--- src/rtl/regfile_wb_scheduler.sv ---
// Write-back scheduler for a single-write-port register file: arbitrates ALU and load
// write-backs through a 1-entry hold buffer and tracks in-flight writes in a busy scoreboard.
module regfile_wb_scheduler #(
   parameter int unsigned NUM_REGS   = 16,
   parameter int unsigned REG_ADDR_W = 4,
   parameter int unsigned DATA_W     = 32
) (
   input  logic                  i_clk,
   input  logic                  i_rst_n,
   input  logic                  i_alu_wb_valid,
   input  logic [REG_ADDR_W-1:0] i_alu_wb_reg,
   input  logic [DATA_W-1:0]     i_alu_wb_data,
   output logic                  o_alu_wb_ready_c,
   input  logic                  i_mem_wb_valid,
   input  logic [REG_ADDR_W-1:0] i_mem_wb_reg,
   input  logic [DATA_W-1:0]     i_mem_wb_data,
   output logic                  o_mem_wb_ready_c,
   input  logic                  i_issue_valid,
   input  logic [REG_ADDR_W-1:0] i_issue_rs,
   input  logic [REG_ADDR_W-1:0] i_issue_rt,
   input  logic [REG_ADDR_W-1:0] i_issue_rd,
   input  logic                  i_issue_writes_reg,
   output logic                  o_issue_stall_c,
   output logic                  o_write_reg,
   output logic [REG_ADDR_W-1:0] o_rwrite,
   output logic [DATA_W-1:0]     o_write_data,
   output logic [NUM_REGS-1:0]   o_busy_vector,
   output logic                  o_collision_err
);

   logic                  r_hold_valid;
   logic [REG_ADDR_W-1:0] r_hold_reg;
   logic [DATA_W-1:0]     r_hold_data;
   logic                  r_rr_ptr;
   logic                  r_write_reg;
   logic [REG_ADDR_W-1:0] r_rwrite;
   logic [DATA_W-1:0]     r_write_data;
   logic [NUM_REGS-1:0]   r_busy;
   logic                  r_collision;

   logic                  w_alu_rdy, w_mem_rdy, w_alu_acc, w_mem_acc;
   logic                  w_port_valid;
   logic [REG_ADDR_W-1:0] w_port_reg;
   logic [DATA_W-1:0]     w_port_data;
   logic                  w_hold_valid_nxt;
   logic [REG_ADDR_W-1:0] w_hold_reg_nxt;
   logic [DATA_W-1:0]     w_hold_data_nxt;
   logic                  w_rr_nxt;
   logic                  w_stall;
   logic [NUM_REGS-1:0]   w_busy_nxt;

   // With the hold occupied only one newcomer fits; round-robin breaks ties
   always_comb begin
      w_alu_rdy = 1'b1;
      w_mem_rdy = 1'b1;
      w_rr_nxt  = r_rr_ptr;
      if (r_hold_valid) begin
         w_alu_rdy = i_alu_wb_valid & (~i_mem_wb_valid | ~r_rr_ptr);
         w_mem_rdy = i_mem_wb_valid & (~i_alu_wb_valid | r_rr_ptr);
         if (i_alu_wb_valid & i_mem_wb_valid) w_rr_nxt = ~r_rr_ptr;
      end
   end

   assign w_alu_acc = i_alu_wb_valid & w_alu_rdy;
   assign w_mem_acc = i_mem_wb_valid & w_mem_rdy;

   // Port priority hold > MEM > ALU; any accepted request not taking the port lands in the hold
   always_comb begin
      w_port_valid     = 1'b0;
      w_port_reg       = r_rwrite;
      w_port_data      = r_write_data;
      w_hold_valid_nxt = 1'b0;
      w_hold_reg_nxt   = r_hold_reg;
      w_hold_data_nxt  = r_hold_data;
      if (r_hold_valid) begin
         w_port_valid = 1'b1;
         w_port_reg   = r_hold_reg;
         w_port_data  = r_hold_data;
         if (w_mem_acc) begin
            w_hold_valid_nxt = 1'b1;
            w_hold_reg_nxt   = i_mem_wb_reg;
            w_hold_data_nxt  = i_mem_wb_data;
         end else if (w_alu_acc) begin
            w_hold_valid_nxt = 1'b1;
            w_hold_reg_nxt   = i_alu_wb_reg;
            w_hold_data_nxt  = i_alu_wb_data;
         end
      end else if (w_mem_acc) begin
         w_port_valid = 1'b1;
         w_port_reg   = i_mem_wb_reg;
         w_port_data  = i_mem_wb_data;
         if (w_alu_acc) begin
            w_hold_valid_nxt = 1'b1;
            w_hold_reg_nxt   = i_alu_wb_reg;
            w_hold_data_nxt  = i_alu_wb_data;
         end
      end else if (w_alu_acc) begin
         w_port_valid = 1'b1;
         w_port_reg   = i_alu_wb_reg;
         w_port_data  = i_alu_wb_data;
      end
   end

   assign w_stall = i_issue_valid & (r_busy[i_issue_rs] | r_busy[i_issue_rt] |
                                     (i_issue_writes_reg & r_busy[i_issue_rd]));

   // Clear on commit first so a same-register set takes precedence
   always_comb begin
      w_busy_nxt = r_busy;
      if (r_write_reg) w_busy_nxt[r_rwrite] = 1'b0;
      if (i_issue_valid & ~w_stall & i_issue_writes_reg) w_busy_nxt[i_issue_rd] = 1'b1;
   end

   always_ff @(posedge i_clk or negedge i_rst_n) begin
      if (!i_rst_n) begin
         r_hold_valid <= 1'b0;
         r_hold_reg   <= '0;
         r_hold_data  <= '0;
         r_rr_ptr     <= 1'b0;
         r_write_reg  <= 1'b0;
         r_rwrite     <= '0;
         r_write_data <= '0;
         r_busy       <= '0;
         r_collision  <= 1'b0;
      end else begin
         r_hold_valid <= w_hold_valid_nxt;
         r_hold_reg   <= w_hold_reg_nxt;
         r_hold_data  <= w_hold_data_nxt;
         r_rr_ptr     <= w_rr_nxt;
         r_write_reg  <= w_port_valid;
         r_rwrite     <= w_port_reg;
         r_write_data <= w_port_data;
         r_busy       <= w_busy_nxt;
         if (w_alu_acc & w_mem_acc & (i_alu_wb_reg == i_mem_wb_reg)) r_collision <= 1'b1;
      end
   end

   assign o_alu_wb_ready_c = w_alu_rdy;
   assign o_mem_wb_ready_c = w_mem_rdy;
   assign o_issue_stall_c  = w_stall;
   assign o_write_reg      = r_write_reg;
   assign o_rwrite         = r_rwrite;
   assign o_write_data     = r_write_data;
   assign o_busy_vector    = r_busy;
   assign o_collision_err  = r_collision;

endmodule
--- config.mk ---
export PLATFORM = sky130hd
export DESIGN_NAME = regfile_wb_scheduler
export DESIGN_NICKNAME = d
export VERILOG_FILES = /design/src/rtl/regfile_wb_scheduler.sv
export SDC_FILE = /design/constraint.sdc
export NUM_CORES = 1
export LEC_CHECK = 0
export CAP_MARGIN = 20
export CORE_MARGIN = 2
export CORE_UTILIZATION = 43
export DETAILED_ROUTE_END_ITERATION = 8
export PLACE_DENSITY = 0.88
export SLEW_MARGIN = 0
export SYNTH_ARGS = -nofsm -noshare
export SYNTH_HDL_FRONTEND = slang
export SYNTH_SLANG_ARGS = --single-unit
--- constraint.sdc ---
create_clock -name i_clk -period 2.3 [get_ports i_clk]
set_input_delay 0.46 -clock i_clk [delete_from_list [all_inputs] [get_ports i_clk]]
set_output_delay 0.46 -clock i_clk [all_outputs]
set_load 0.02 [all_outputs]
# Word-level counts from Yosys, hierarchy flattened
# Cells that the tools add are included.
[op_classes] n_bitwise=22 n_mux=33 n_reduce_logical=5 n_lt_le_gt_ge=6 n_eq_ne=1
[ops] operator="32-bit 2-to-1 mux" count=7
[ops] operator="16-bit 2-to-1 mux" count=2
[ops] operator="4-bit 2-to-1 mux" count=7
[ops] operator="4-bit by 5-bit less-than comparator with 1-bit output (second input constant)" count=4
[ops] operator="16-bit bitwise AND" count=1
[ops] operator="16-bit inverter" count=1
[ops] operator="16-bit bitwise OR" count=1
[ops] operator="1-bit binary-select mux with 4-bit select" count=3
[ops] operator="1-bit 2-to-1 mux" count=12
[ops] operator="1-bit bitwise AND" count=11
[ops] operator="1-bit demux with 4-bit select" count=2
[ops] operator="4-bit by 1-bit greater-or-equal comparator with 1-bit output (second input constant)" count=2
[ops] operator="4-bit equality test" count=1
[ops] operator="1-bit inverter" count=4
[ops] operator="1-bit bitwise OR" count=4
[ops] operator="3-bit nonzero test" count=1
[ops] operator="1-bit logical AND" count=2
[ops] operator="2-bit AND reduction" count=1
[ops] operator="2-bit nonzero test" count=1
[totals] in_bits=90 register_bits=92 elab_cells=76 output_inout_bits=57

# Logic depth before layout (Yosys ltp)
[depth] word_depth=9 depth_mapped=7 depth_no_buf=5

# Least setup slack after synthesis
# No wires, ideal clock.
[synth_path] path_kind="reg-to-output" from="reg r_busy[5], in the netlist o_busy_vector[5]" to="out o_issue_stall_c" stages_incl_launch_ff=8 t_arrival_ns=1.984 n_path_buf=2 setup_slack_ns=-0.144 path_cell_list="dfrtp_1 -> mux4_2 -> nor2b_1 -> a211o_1 -> a21o_1 -> buf_6 -> buf_8 -> o21a_1"
[synth_via] elab_chain_cells=5 word_cells_on_any_way=10 cone_classes="6 x mux; 4 x bitwise"
[synth_lines] item="start, declared" line_no="38" source="logic [NUM_REGS-1:0] r_busy;"
[synth_lines] item="start signal, assigned" line_no="133" source="r_busy <= w_busy_nxt;"
[synth_lines] item="1-bit binary-select mux with 4-bit select (on tied branches)" line_no="104, 105"
[synth_lines] item="1-bit 2-to-1 mux (on tied branches)" line_no="104, 105"
[synth_lines] item="1-bit bitwise OR or 1-bit bitwise AND (tied branches)" line_no="104, 105"
[synth_lines] item="1-bit bitwise OR *" line_no="104" source="assign w_stall = i_issue_valid & (r_busy[i_issue_rs] | r_busy[i_issue_rt] |"
[synth_lines] item="1-bit bitwise AND *" line_no="104"
[synth_lines] item="end, declared" line_no="23" source="output logic o_issue_stall_c,"
# Every way passes the cells marked *; elsewhere a longest branch is shown, timed or not. The select of a mux whose other input is x is not followed.

# Worst setup path after layout
# Ends and elaborated chain as after synthesis.

==> results.sh <==
export IMPL_yosysWarnings=0
export IMPL_power_density_mw_per_mm2=938
export IMPL_ant_nets=0
export IMPL_rsz0062_at_grt="yes"
export IMPL_ir_worst_vdd_mv=0.727
export IMPL_layout_nets=803
export IMPL_cts_sinks=92
export IMPL_leakagePower_nw=2.95
export IMPL_worst_slack_ns=-0.274
export IMPL_numCtsBuffers=9
export IMPL_ios=147
export IMPL_status="finished with violations"
export IMPL_drc=0
export IMPL_period_share_pct=112
export IMPL_portBuffers=146
export IMPL_async_reset_ff_share_pct=100
export IMPL_dpl_hpwl_um=10900
export IMPL_switching_share_pct=36.1
export IMPL_gp_congestion=0.967
export IMPL_grt_max_degree=57
export IMPL_p_seq_share_pct=35.9
export IMPL_pre_cts_slack_ns=-1.07
export IMPL_comb_power_share_pct=43.6
export IMPL_syn_inst=547
export IMPL_synth_area_sq_mm=0.00504
export IMPL_path_max_fanout=2
export IMPL_clock_latency_ns=0.34
export IMPL_viasPerCell=5.70
export IMPL_fin_skew_ns=0.00769
export IMPL_synth_avg_cell_area_sq_um=9.21
export IMPL_slew_limit_headroom_pct=54.2
export IMPL_fin_crit_ns=2.57
export IMPL_synth_cell_types=46
export IMPL_antennaDiodeCount=0
export IMPL_switchingPower_w=0.00244
export IMPL_antenna_found_initial=0
export IMPL_setup_viol=1
export IMPL_via_count=4907
export IMPL_rows=39
export IMPL_violations="negative setup slack"
export IMPL_syn2layout_area_growth_pct=42.7
export IMPL_tightest_slew_ns=0.686
export IMPL_drive_gt1_share_pct=13.6
export IMPL_synthesis_nets=637
export IMPL_worstSetupStartpointType="flip-flop"
export IMPL_layout_common_cells="135 x clkdlybuf4s50_1, 89 x dfrtp_1, 74 x nor2_1"
export IMPL_ys_seq_area_share_pct=45.7
export IMPL_drt_pass1_iterations=5
export IMPL_hold_viol=0
export IMPL_clock_root_buffer="clkbuf_16"
export IMPL_die_w_um=112
export IMPL_initialDrtViolationCount=349
export IMPL_clockPowerShare_pct=20.5
export IMPL_worstPathCellList="buf_4, mux4_2, mux2i_1, mux2i_1, a21o_1, o21a_4, buf_6"
export IMPL_final_common_cell="clkdlybuf4s50_1"
export IMPL_slowest_delay_ns=0.48
export IMPL_ys_seq_elements=92
export IMPL_end_kind="output pin"
export IMPL_start_util_pct=44.1
export IMPL_grt_pass1_vias=5010
export IMPL_finalWirelength_um=15100
export IMPL_wire_per_inst_um=17.5
export IMPL_synthFlopType="dfrtp_1"
export IMPL_hp_class="input port to async pin"
export IMPL_die_area_sq_mm=0.0126
export IMPL_fmax_mhz=388
export IMPL_finalHoldWorstSlack_ns=0.110
export IMPL_clockBufferDepth=2
export IMPL_htree_levels=3
export IMPL_crit_required_ns=1.84
export IMPL_grt_remaining_overflow=0
export IMPL_synth_edff_count=0
export IMPL_path_class="flip-flop to output pin"
export IMPL_crit_slowest_cell="mux4_2"
export IMPL_die_h_um=112
export IMPL_holdBufCountCts=0
export IMPL_core_area_sq_mm=0.0114
export IMPL_path_clk_slew_ns=0.07
export IMPL_maxSlewViolCount=0
export IMPL_cts_tree="built"
export IMPL_grt_pass1_wl_um=24500
export IMPL_internal_power_w=0.00430
export IMPL_maxCapViolCount=0
export IMPL_fillers=903
export IMPL_track_usage_pct=23.8
export IMPL_crit_top_cell="mux2i_1"
export IMPL_arrival_ns=2.11
==> per-layer routing <==
layer  vias up  global-route usage (%)  wire [um]
met5         -                       0          0
met3        23                    6.16       1320
met1      2329                    29.6       5920
met4         0                    7.89        228
li1       2308                       -          -
met2       247                    40.6       7590
==> stage by stage <==
stage	setup TNS (ns)	total power [W]	cell area, sq um	utilization, %	instances
3_5_place_dp	-7.91	0.00527	6870	60.1	841
4_1_cts	-0.315	0.00670	7160	62.7	860
2_1_floorplan	-0.0713	0.00379	5050	-	547
3_3_place_gp	-6.57	0.00516	6870	60.1	841
5_1_grt	-0.407	0.00708	7190	63.0	861
6_report	-0.274	0.00674	7190	63.0	861
==> power groups by stage <==
stage	combinational [W]	sequential (W)	clock [W]
5_1_grt	0.00314	0.00246	0.00148
3_3_place_gp	0.00275	0.00241	0
4_1_cts	0.00289	0.00240	0.00141
3_5_place_dp	0.00284	0.00243	0
6_report	0.00294	0.00242	0.00138
2_1_floorplan	0.00110	0.00270	0
==> kinds of logic (layout without fill, tap and decap cells) <==
logic type             Yosys count  in the layout  share of synthesized area (%)
XOR/XNOR                         5              5                          0.869
AO/OA/AOI/OAI                  189            189                           21.9
AND/OR/NAND/NOR                160            160                           13.8
flip-flops                      92             92                           45.7
buffers and inverters           45            216                           4.39
multiplexers                    56             56                           13.4
==> final cells by class <==
| type | count | area (sq um) | area share [%] |
|---|---|---|---|
| multi-input cells | 410 | 2550 | 35.4 |
| flip-flops and latches | 92 | 2310 | 32.1 |
| repair buffers | 197 | 1870 | 26.0 |
| clock buffers | 11 | 243 | 3.38 |
| well taps | 143 | 179 | 2.49 |
| clock inverters | 5 | 35.0 | 0.487 |
| inverters | 3 | 11.3 | 0.157 |
==> synthesized netlist by cell type, types with 2 or more instances <==
master	count	area [sq um]
a21oi_1	72	360
a22oi_1	2	15.0
buf_1	2	7.51
buf_2	2	10.0
buf_6	4	45.0
clkbuf_1	31	116
dfrtp_1	92	2300
inv_1	3	11.3
mux2_2	2	22.5
mux2i_1	46	460
mux4_1	3	78.8
mux4_2	5	113
nand2_1	45	169
nand3_1	11	55.1
nand3b_1	2	15.0
nand4_1	4	25.0
nor2_1	75	282
nor2b_1	4	25.0
nor3_1	2	10.0
o21ai_0	57	285
o22ai_1	36	225
o31ai_1	7	52.6
o31ai_2	6	75.1
or2_2	2	12.5
or2b_1	3	22.5
or3_1	6	37.5
xnor2_1	4	35.0
==> what timing repair did <==
item                                    4_1_cts  5_1_grt
pin swaps                                     3        2
resized for setup                            17        8
endpoints found under the setup margin       19        1
setup buffers                                 3        1
==> worst paths after layout <==
kind,slack [ns],cells past startpoint,endpoint,from
max in group asynchronous,1.51,2,r_hold_valid,i_rst_n
hold reg to reg,0.48,2,o_write_data[31],o_write_data[31]
setup reg to reg,0.03,9,o_busy_vector[9],o_busy_vector[5]
hold / removal,0.11,1,o_write_data[13],i_rst_n
setup / recovery,-0.27,7,o_issue_stall_c,o_busy_vector[5]
min in group i_clk,0.48,2,o_write_data[31],o_write_data[31]
==> critical path, delay by kind of cell (launching register included) <==
family | cells | cell delay (ns)
buffers and inverters | 2 | 0.26
DFF | 1 | 0.41
AOI/OAI and AO/OA | 2 | 0.39
muxes | 3 | 0.73
Note: power is estimated with default switching activity, not from simulation.
==> edit 1 (same flow settings) <==
The parameter `REG_ADDR_W` goes from 4 to 3.
--- a/src/rtl/regfile_wb_scheduler.sv
+++ b/src/rtl/regfile_wb_scheduler.sv
@@ -2,7 +2,7 @@
 // write-backs through a 1-entry hold buffer and tracks in-flight writes in a busy scoreboard.
 module regfile_wb_scheduler #(
    parameter int unsigned NUM_REGS   = 16,
-   parameter int unsigned REG_ADDR_W = 4,
+   parameter int unsigned REG_ADDR_W = 3,
    parameter int unsigned DATA_W     = 32
 ) (
    input  logic                  i_clk,
Ports: changed (6 resized); port bits go from 147 to 141. The function was not compared with the original's and may differ.
==> edit 1 against the unedited design <==
The flow still finishes with violations (setup timing). Sequential cell count down 10. Cell area down 16%. Register-to-register slack better by 0.33 ns. Worst setup slack better by 0.24 ns. Power down 27%. Sequential power down 16%. Count of clock-buffer cells in the layout unchanged. Utilization down 0.81 points. Synthesized area down 15%. Routed wire length down 17%. Critical endpoint unchanged. Largest power group is now sequential cells.
==> edit 1: results (changes against the unedited design) <==
| Metric | Value |
|---|---|
| Outcome | `finished with violations` |
| Failing checks | `setup timing` |
| Switching Share | `35.69% (-0.46 points)` |
| Met2 wire len | `6148 um (-19%)` |
| Power share of the clock group | `19.1% (-1.4 points)` |
| Final #Nets | `699 (-13%)` |
| Top cells by count, synth | `82 x dfrtp_1, 72 x nor2_1, 71 x a21oi_1` |
| Drt total wl | `12,490 um (-17%)` |
| Worst reg2reg path endpoint | `o_busy_vector[5]` |
| RD Place Congestion | `0.8414 (-13%)` |
| Global routing usage on met2 | `39.71% (-0.93 points)` |
| Worst endpoint data arrival time | `1.88 ns (-0.23 ns)` |
| DP Area | `5843 sq um (-15%)` |
| Setup violators final | `1 (unchanged)` |
| Met3 wire len | `946 um (-28%)` |
| Lkg Pwr | `2.476 nW (-16%)` |
| Beginning of the critical path | `o_busy_vector[7]` |
| P_seq | `2.04 mW (-16%)` |
| Clk_skew | `0.01042 ns (+0.002729 ns)` |
| Vias/cell | `5.535 (-2.9%)` |
| Critical Path Fanout Max | `5 (+3)` |
| Peak VDD IR | `0.4638 mV (-36%)` |
| Global-route wire length before repair | `20,310 um (-17%)` |
| Synth Area in Compound Gates | `20.28% (-1.6 points)` |
| Port bufs | `132 (-9.6%)` |
| Setup TNS Final | `-0.03695 ns (+0.2374 ns)` |
| Post-route setup slack | `-0.03695 ns (+0.2374 ns)` |
| Seq/Total Area, Yosys | `47.79% (+2.1 points)` |
| Vias in the first global route | `4,194 (-16%)` |
| 1st-pass router iterations | `4 (-1)` |
edit 1: cell types whose count changed in the layout (fill, tap and decap cells not counted), sizes merged, moves of 6 or more:
cell,delta
a32o,+8
buf,-21
clkdlybuf4s50,-10
conb,+8
dfrtp,-10
mux2i,-9
nand2,+6
o21ai,-20
o31ai,-14
or3,-6
edit 1: final cells by class:
class,count,area (sq um)
Sequential cell,82,2054
Clock inverter,4,28.78
Clock buffer,11,141.4
Inverter,1,3.754
Fill cell,831,3682
Tap cell,133,166.4
Timing Repair Buffer,163,1593
Multi-Input combinational cell,357,2059
edit 1: through the flow:
stage / hold WS, ns / power, mW / setup WS [ns] / util, %
finish: 0.1239 / 4.920 / -0.03695 / 62.15
global route: 0.1814 / 5.189 / -0.1236 / 62.15
CTS: 0.1497 / 4.926 / -0.03633 / 61.91
detailed placement: 0.4659 / 3.957 / -0.6895 / 60.06
global placement: 0.4528 / 3.876 / -0.6270 / 60.06
floorplan: 0.1644 / 2.995 / 0.1370 / -
==> edit 2 (same settings) <==
Without the edit above. Take the reset off `r_write_data` and load it in a clocked block of its own.
--- a/src/rtl/regfile_wb_scheduler.sv
+++ b/src/rtl/regfile_wb_scheduler.sv
@@ -119,7 +119,6 @@
          r_rr_ptr     <= 1'b0;
          r_write_reg  <= 1'b0;
          r_rwrite     <= '0;
-         r_write_data <= '0;
          r_busy       <= '0;
          r_collision  <= 1'b0;
       end else begin
@@ -129,10 +128,13 @@
          r_rr_ptr     <= w_rr_nxt;
          r_write_reg  <= w_port_valid;
          r_rwrite     <= w_port_reg;
-         r_write_data <= w_port_data;
          r_busy       <= w_busy_nxt;
          if (w_alu_acc & w_mem_acc & (i_alu_wb_reg == i_mem_wb_reg)) r_collision <= 1'b1;
       end
+   end
+
+   always_ff @(posedge i_clk) begin
+      r_write_data <= w_port_data;
    end
 
    assign o_alu_wb_ready_c = w_alu_rdy;
Formal check against the unedited RTL: not equivalent (Yosys sat finds a counterexample within 4 cycles, from zero or initial values and one cycle with i_rst_n low).
==> edit 2 against the unedited design <==
The flow still finishes with violations (setup timing). Clock skew barely moved. Count of clock-buffer cells in the layout fell by 1. Worst setup slack improved by 0.033 ns. First-iteration DRC count fell by 40%. Power barely moved. Sequential cell count did not move. Routed wire length fell by 3.9%. Utilization rose by 1.0 points. Synthesized area fell by 3.0%. Combinational power fell by 10%. Fmax rose by 1.3%. Clock power rose by 16%. Cell area fell by 2.2%. Highest routed layer unchanged.
==> edit 2: results (changes against the unedited design) <==
| Metric | Value |
|---|---|
| Outcome | `finished with violations` |
| Failing checks | `setup timing` |
| Inverters | `4 (+1)` |
| Top cells by area, synth | `dfrtp_1 31%, edfxtp_1 20%, mux2i_1 9.4%` |
| GR Util All Layers | `23.49% (-0.32 points)` |
| Final #Nets | `736 (-8.3%)` |
| Setup violators final | `1 (unchanged)` |
| Met2 wire len | `7416 um (-2.3%)` |
| P_seq | `2.50 mW (+3%)` |
| Syn nets | `566 (-11%)` |
| CP Buf/Inv Count | `1 (-1)` |
| FFs w/ async S/R, synth | `65.22% (-35 points)` |
| Detailed placer's ending HPWL | `10,390 um (-4.2%)` |
| Top cells by count, synth | `60 x dfrtp_1, 57 x o21ai_0, 46 x mux2i_1` |
| Post-synthesis mux area share | `13.80% (+0.42 points)` |
| Seq/Total Area, Yosys | `50.38% (+4.7 points)` |
| Fillers | `876 (-3.0%)` |
| Post-route setup slack | `-0.2413 ns (+0.03300 ns)` |
| M3 GR Usage | `4.885% (-1.3 points)` |
| Initial drt markers | `208 (-40%)` |
| Layout clock area frac | `4.592% (+0.73 points)` |
| M1 wire length | `5841 um (-1.3%)` |
| Met3 wire len | `941 um (-29%)` |
| Multi-input combinational area share | `31.86% (-3.6 points)` |
| Layout cells sized above 1 | `13.67% (+0.022 points)` |
| DP Area | `6690 sq um (-2.6%)` |
| Lkg Pwr | `2.846 nW (-3.4%)` |
| Signal buffers | `193 (-2.0%)` |
| # clk buffers | `10 (-1)` |
| Critical Path Fanout Max | `4 (+2)` |
| Least-Margin Pin Slew | `0.6234 ns (-0.06303 ns)` |
| Multi-input comb cells | `346 (-16%)` |
| Switching Share | `34.13% (-2.0 points)` |
| Post-CTS resize count | `15 (-2)` |
| Clock Power | `1.60 mW (+16%)` |
| Finished Layout Cells | `791 (-8.1%)` |
| Peak VDD IR | `0.6633 mV (-8.8%)` |
| Via count | `4,599 (-6.3%)` |
| NonClk Buf Share | `25.77% (-0.23 points)` |
| Setup TNS Final | `-0.2413 ns (+0.03300 ns)` |
| Global routing usage on met2 | `39.67% (-0.97 points)` |
| Worst path max stage delay | `0.45 ns (-0.03 ns)` |
| Crit path max-delay family | `compound AO/OA/AOI/OAI gates` |
| RD Place Congestion | `0.8441 (-13%)` |
| Setup Slack @ Placement | `-1.029 ns (+0.03908 ns)` |
| Post-synth EDFFs | `32 (+32)` |
| P&R area growth vs syn | `43.86%` |
| Avg Cell Area, Syn | `10.27 sq um (+11%)` |
| Worst endpoint data arrival time | `2.08 ns (-0.03 ns)` |
| Synth Area in Compound Gates | `19.30% (-2.6 points)` |
==> edit 2: cell types whose count changed after synthesis, sizes merged <==
cell	before	now
buf	10	12
nor2	75	43
clkbuf	31	21
a21oi	72	40
edfxtp	0	32
inv	3	4
dfrtp	92	60
==> edit 2: worst paths after layout <==
path	start	endpoint	slack (ns)	cells after the start
max in group asynchronous	i_rst_n	o_busy_vector[4]	1.52	2
min	i_rst_n	r_hold_data[17]	0.12	1
max reg2reg	o_busy_vector[4]	o_busy_vector[1]	0.26	6
min reg2reg	o_collision_err	o_collision_err	0.51	1
max	o_busy_vector[4]	o_issue_stall_c	-0.24	6
min in group i_clk	o_collision_err	o_collision_err	0.51	1
==> edit 2: logic make-up after synthesis <==
kind of cell,count (synthesis)
AO/OA/AOI/OAI,157
AND/OR/NAND/NOR,128
flip-flops,92
multiplexers,56
buffers and inverters,38
XOR/XNOR,5
